### src/rtl/riscv_mmio_pkg.sv
// Shared constants for the memory-mapped UART transmitter: register offsets,
// STATUS bit positions and the transmit FSM state type.
package riscv_mmio_pkg;

    localparam logic [3:0] UART_TXDATA_OFS = 4'h0;
    localparam logic [3:0] UART_STATUS_OFS = 4'h4;

    localparam int STAT_BUSY    = 0;
    localparam int STAT_FULL    = 1;
    localparam int STAT_EMPTY   = 2;
    localparam int STAT_OVF     = 3;
    localparam int STAT_CNT_LSB = 4;
    localparam int STAT_CNT_MSB = 8;

    typedef enum logic [1:0] {
        ST_IDLE,
        ST_START,
        ST_DATA,
        ST_STOP
    } uart_tx_state_t;

endpackage

### src/rtl/sync_fifo.sv
// Single-clock FIFO with wrapping pointers and an occupancy counter; a push
// into a full FIFO is accepted only when a pop frees the head in the same cycle.
module sync_fifo #(
    parameter int WIDTH = 8,
    parameter int DEPTH = 4,
    localparam int AW   = $clog2(DEPTH),
    localparam int CW   = AW + 1
) (
    input  logic             clk,
    input  logic             reset,
    input  logic             push_i,
    input  logic [WIDTH-1:0] din_i,
    input  logic             pop_i,
    output logic [WIDTH-1:0] dout_o,
    output logic             full_o,
    output logic             empty_o,
    output logic [CW-1:0]    count_o
);

    logic [WIDTH-1:0] mem_q [DEPTH];
    logic [AW-1:0]    wr_ptr_q;
    logic [AW-1:0]    rd_ptr_q;
    logic [CW-1:0]    count_q;
    logic             push_ok;
    logic             pop_ok;

    assign full_o  = (count_q == CW'(DEPTH));
    assign empty_o = (count_q == '0);
    assign pop_ok  = pop_i && !empty_o;
    assign push_ok = push_i && (!full_o || pop_ok);
    assign dout_o  = mem_q[rd_ptr_q];
    assign count_o = count_q;

    // NOTE: the storage array is deliberately not reset; pointers and count decide which entries are valid, and an unreset array can map onto plain RAM.
    always_ff @(posedge clk) begin
        if (push_ok) begin
            mem_q[wr_ptr_q] <= din_i;
        end
    end

    // NOTE: sequential state uses non-blocking assignments so every flop sees pre-edge values regardless of statement order.
    always_ff @(posedge clk) begin
        if (reset) begin
            wr_ptr_q <= '0;
            rd_ptr_q <= '0;
            count_q  <= '0;
        end else begin
            if (push_ok) wr_ptr_q <= wr_ptr_q + 1'b1;
            if (pop_ok)  rd_ptr_q <= rd_ptr_q + 1'b1;
            case ({push_ok, pop_ok})
                2'b10:   count_q <= count_q + 1'b1;
                2'b01:   count_q <= count_q - 1'b1;
                default: count_q <= count_q;
            endcase
        end
    end

endmodule

### src/rtl/mmio_uart_tx.sv
// Memory-mapped 8N1 UART transmitter: TXDATA/STATUS register window in front
// of a byte FIFO, drained by a START/DATA/STOP serialiser with a registered line.
module mmio_uart_tx
    import riscv_mmio_pkg::*;
#(
    parameter logic [31:0] BASE_ADDR  = 32'h1000_0000,
    parameter int          CLK_DIV    = 868,
    parameter int          FIFO_DEPTH = 4
) (
    input  logic        clk,
    input  logic        reset,
    input  logic        mem_write,
    input  logic        mem_read,
    input  logic [31:0] addr,
    input  logic [31:0] write_data,
    output logic [31:0] read_data,
    output logic        hit,
    output logic        uart_tx
);

    localparam int BW = $clog2(CLK_DIV);
    localparam int CW = $clog2(FIFO_DEPTH) + 1;

    uart_tx_state_t state_q, state_d;
    logic [BW-1:0]  baud_q, baud_d;
    logic [2:0]     bit_q, bit_d;
    logic [7:0]     shift_q, shift_d;
    logic           tx_q, tx_d;
    logic           ovf_q, ovf_d;

    logic           fifo_pop;
    logic           fifo_full;
    logic           fifo_empty;
    logic [7:0]     fifo_head;
    logic [CW-1:0]  fifo_count;

    logic           wr_txdata;
    logic           wr_status;
    logic           baud_last;
    logic [31:0]    status;
    logic           unused_wdata;

    assign unused_wdata = ^write_data[31:8];

    assign hit       = (addr[31:4] == BASE_ADDR[31:4]);
    assign wr_txdata = mem_write && hit && (addr[3:0] == UART_TXDATA_OFS);
    assign wr_status = mem_write && hit && (addr[3:0] == UART_STATUS_OFS);
    assign baud_last = (baud_q == BW'(CLK_DIV - 1));
    assign uart_tx   = tx_q;

    sync_fifo #(
        .WIDTH (8),
        .DEPTH (FIFO_DEPTH)
    ) u_fifo (
        .clk     (clk),
        .reset   (reset),
        .push_i  (wr_txdata),
        .din_i   (write_data[7:0]),
        .pop_i   (fifo_pop),
        .dout_o  (fifo_head),
        .full_o  (fifo_full),
        .empty_o (fifo_empty),
        .count_o (fifo_count)
    );

    // NOTE: every signal written in this block gets a default first, so no path can leave one unassigned and infer a latch.
    always_comb begin
        state_d  = state_q;
        baud_d   = baud_last ? '0 : baud_q + 1'b1;
        bit_d    = bit_q;
        shift_d  = shift_q;
        fifo_pop = 1'b0;
        ovf_d    = ovf_q;

        case (state_q)
            ST_IDLE: begin
                baud_d = '0;
                if (!fifo_empty) begin
                    fifo_pop = 1'b1;
                    shift_d  = fifo_head;
                    bit_d    = '0;
                    state_d  = ST_START;
                end
            end
            ST_START: if (baud_last) state_d = ST_DATA;
            ST_DATA: begin
                if (baud_last) begin
                    if (bit_q == 3'd7) begin
                        state_d = ST_STOP;
                    end else begin
                        shift_d = shift_q >> 1;
                        bit_d   = bit_q + 1'b1;
                    end
                end
            end
            ST_STOP:  if (baud_last) state_d = ST_IDLE;
            default:  state_d = ST_IDLE;
        endcase

        // Line level follows the state being entered, so the pin is a pure flop.
        case (state_d)
            ST_START: tx_d = 1'b0;
            ST_DATA:  tx_d = shift_d[0];
            default:  tx_d = 1'b1;
        endcase

        if (wr_txdata && fifo_full && !fifo_pop) ovf_d = 1'b1;
        if (wr_status)                           ovf_d = 1'b0;
    end

    always_ff @(posedge clk) begin
        if (reset) begin
            state_q <= ST_IDLE;
            baud_q  <= '0;
            bit_q   <= '0;
            shift_q <= '0;
            tx_q    <= 1'b1;
            ovf_q   <= 1'b0;
        end else begin
            state_q <= state_d;
            baud_q  <= baud_d;
            bit_q   <= bit_d;
            shift_q <= shift_d;
            tx_q    <= tx_d;
            ovf_q   <= ovf_d;
        end
    end

    always_comb begin
        status                            = '0;
        status[STAT_BUSY]                 = (state_q != ST_IDLE);
        status[STAT_FULL]                 = fifo_full;
        status[STAT_EMPTY]                = fifo_empty;
        status[STAT_OVF]                  = ovf_q;
        status[STAT_CNT_MSB:STAT_CNT_LSB] = 5'(fifo_count);
    end

    always_comb begin
        read_data = '0;
        if (hit && mem_read && (addr[3:0] == UART_STATUS_OFS)) read_data = status;
    end

endmodule
### config.mk
export PLATFORM = sky130hd
export DESIGN_NAME = mmio_uart_tx
export DESIGN_NICKNAME = d
export VERILOG_FILES = /design/src/rtl/riscv_mmio_pkg.sv /design/src/rtl/sync_fifo.sv /design/src/rtl/mmio_uart_tx.sv
export SDC_FILE = /design/constraint.sdc
export NUM_CORES = 1
export LEC_CHECK = 0
export BUFFER_PORTS_ARGS = -buffer_cell sky130_fd_sc_hd__buf_2
export CORE_ASPECT_RATIO = 1.1
export CORE_MARGIN = 2
export CORE_UTILIZATION = 46
export DETAILED_ROUTE_END_ITERATION = 6
export GPL_TIMING_DRIVEN = 0
export PLACE_DENSITY = 0.86
export SETUP_SLACK_MARGIN = 0.3
export SLEW_MARGIN = 20
export SYNTH_ARGS = -nofsm -noshare
export SYNTH_HDL_FRONTEND = slang
export SYNTH_SLANG_ARGS = --single-unit
### constraint.sdc
create_clock -name clk -period 2.8 [get_ports clk]
set_clock_uncertainty 0.2 [all_clocks]
set_input_delay 0.28 -clock clk [delete_from_list [all_inputs] [get_ports clk]]
set_output_delay 0.28 -clock clk [all_outputs]
set_load 0.05 [all_outputs]
==> metrics.csv <==
metric,value,unit
synth_area,3219,sq um
synth_cells,272,
ys_ff_latch,66,
seq_area,1644,sq um
drv_cap,0,
grt_max_degree,13,
die_area,7685,sq um
drc,0,
crit_type,in -> reg,
crit_chain,buf_2 > nor4_4 > nand4_2 > nor4_4 > inv_2 > ha_4 > fa_2 > xnor2_1 > or3_4 > a21oi_1,
arrival,2.45,ns
crit_fanout,6,
grt_pass1_wl,10080,um
yosys-top-cells-area,"edfxtp_1 30%, dfxtp_1 21%, buf_4 6.3%",
synth_ff_type,dfxtp_1,
status,"complete, no violations",
ios,102,
hold_viol_final,0,
layout_common_cells,"53 x buf_2, 32 x dfxtp_1, 32 x edfxtp_1, 29 x buf_4, 25 x conb_1",
relSlewSlack,0.6150,
multiInputGateArea,1493,sq um
dr_total_vias,2307,
setup_violations,0,
n_fill_cell,504,
synth_top_area_frac,0.2985,
clk_pin_slew,0.07,ns
start_util,0.4826,
core,6671,sq um
portBuffers,51,
min_period,2.374,ns
antennaDiodeCount,0,
die_h,91.74,um
path_delay_family,simple AND/OR/NAND/NOR gates,
p_comb_frac,0.087,
drive_above_1_share,0.3627,
critPathCaptureType,register,
grt_pass1_vias,2247,
hold_path_class,in -> reg,
place_hpwl,4292,um
ant_nets,0,
cts_root_buffer,clkbuf_8,
irDropWorstVdd,0.5693,mV
clk_path_buf_depth,2,
routed_wl,6145,um
drt-initial-drc-count,138,
p_leak,1.625,nW
place_ws,-0.04747,ns
max_freq,421.3,MHz
gr-total-overflow,0,
final_common_cell,buf_2,
rsz0062_at_grt,yes,
drv_slew,0,
synth_edf_count,32,
ys_seq_area_frac,0.5099,
max_stage_delay,0.35,ns
crit_buf_inv,2,
seqPwrFrac,0.489,
fp-row-count,31,
cp_common_cell,nor4_4,
die_width,83.77,um
yosysWarnings,0,
async_reset_ff_frac,0,
via_per_inst,5.048,
hold_slack,0.1488,ns
power.density,499.8,nW/um^2
fin_nets,447,
gp_congestion,0.8557,
switching_share,0.2370,
start_kind,primary input,
cts_tree,yes,
p_sw,488.9,uW
power_frac_clock,0.424,
intPower,1.574,mW
cts.sinks,66,
setup_ws,0.4265,ns
dp.cells,429,
drt-pass1-iter-count,4,
post-route-period-util,0.8477,
cts_buffers,9,
antenna_found_initial,0,
synth_top_area_cell,edfxtp_1,
critPathSlowestCell,fa_2,
cp.required,2.88,ns
htreeDepth,3,
clk-insertion-delay-late,0.35,ns
yosysUniqueCellTypes,55,
syn_to_final_growth,28.22,%
instances_no_fill,457,
grt_use_total,0.1665,
post_drt_wl_per_cell,13.45,um
tightest_slew,0.5751,ns
postSynthAreaPerCell,11.84,sq um
fin_util,0.6187,
what timing repair did:
| action | CTS | global route |
|---|---|---|
| gates cloned | 0 | 0 |
| endpoints found under the setup margin | 1 | 8 |
| hold endpoints to repair | 34 | 0 |
| pin swaps | 2 | 1 |
| hold buffers | 10 | 0 |
| gates resized for setup | 5 | 3 |
| setup buffers | 2 | 0 |
per-layer routing:
layer	up-vias	track usage	part of all wire
li1	1146	-	-
met1	1083	0.1792	0.40
met2	66	0.3067	0.53
met3	12	0.05581	0.055
met4	0	0.05242	0.018
met5	-	0	0
cell families (layout without fill, tap and decap cells):
kind of cell	Yosys count	count (layout)	share of synthesized area
buffers and inverters	45	124	0.09366
flip-flops	66	66	0.5099
XOR/XNOR	13	13	0.03537
AO/OA/AOI/OAI	32	32	0.06607
AND/OR/NAND/NOR	95	95	0.1908
other	1	25	0.001165
adder cells (fa/ha/maj)	9	9	0.03731
multiplexers	11	11	0.06568
worst register-to-register path: cells and delay by family (launching register included):
| kind | cells | cell delay (ns) |
|---|---|---|
| AO/OA/AOI/OAI | 1 | 0.11 |
| buffers and inverters | 1 | 0.10 |
| flip-flops | 1 | 0.35 |
| AND/OR/NAND/NOR | 3 | 0.85 |
| adder cells (fa/ha/maj) | 2 | 0.54 |
| XOR/XNOR | 1 | 0.15 |
final timing paths:
| check | startpoint | endpoint | slack [ns] | cells past startpoint |
|---|---|---|---|---|
| setup / recovery | addr[17] | u_fifo.count_o[2]$_SDFFE_PP0P_ | 0.43 | 10 |
| hold / removal | addr[3] | ovf_q$_SDFFE_PP0P_ | 0.15 | 4 |
| setup reg to reg | u_fifo.count_o[2]$_SDFFE_PP0P_ | u_fifo.count_o[2]$_SDFFE_PP0P_ | 0.43 | 8 |
| hold reg to reg | baud_q[0]$_SDFF_PP0_ | baud_q[0]$_SDFF_PP0_ | 0.26 | 1 |
state kept, by name, summed over array words and instances (netlist names), named ones only:
name,flops
u_fifo.mem_q,32
u_fifo.rd_ptr_q,2
u_fifo.wr_ptr_q,2
state_q,2
u_fifo.count_o,3
ovf_q,1
bit_q,3
uart_tx,1
baud_q,10
shift_q,8
power by group through the flow:
stage / logic (mW) / clock network [mW] / registers, mW
global route: 0.188 / 0.928 / 1.01
global placement: 0.163 / 0 / 1.03
detailed placement: 0.165 / 0 / 1.03
finish: 0.179 / 0.875 / 1.01
CTS: 0.176 / 0.887 / 1.01
floorplan: 0.119 / 0 / 1.03
synthesized netlist by cell type (all sizes together), types with 2 or more instances:
cell type	instances
a21oi	13
a22oi	6
a31oi	2
and2	8
and3	4
and4	3
buf	31
clkbuf	6
dfxtp	34
edfxtp	32
ha	8
inv	8
mux2i	2
mux4	8
nand2	4
nand2b	4
nand3	15
nand4	9
nor2	21
nor2b	5
nor3	2
nor3b	2
nor4	9
nor4b	2
o21ai	2
o21bai	2
or3	3
xnor2	4
xor2	9
per-stage QoR:
stage	setup TNS, ns	power, mW	cell area [sq um]
global placement	0	1.194	3774
detailed placement	-0.04747	1.196	3774
finish	0	2.063	4128
floorplan	0	1.150	3416
global route	0	2.125	4128
CTS	0	2.072	4115
layout make-up:
type / count / share of cell area
buffer: 37 / 0.06578
sequential: 66 / 0.3983
clock inverter: 7 / 0.02243
clock buffer: 9 / 0.03001
tap: 82 / 0.02486
inverter: 8 / 0.007275
multi-input combinational: 185 / 0.3616
timing repair buffer: 63 / 0.08972
(Power assumes the default switching activity.)
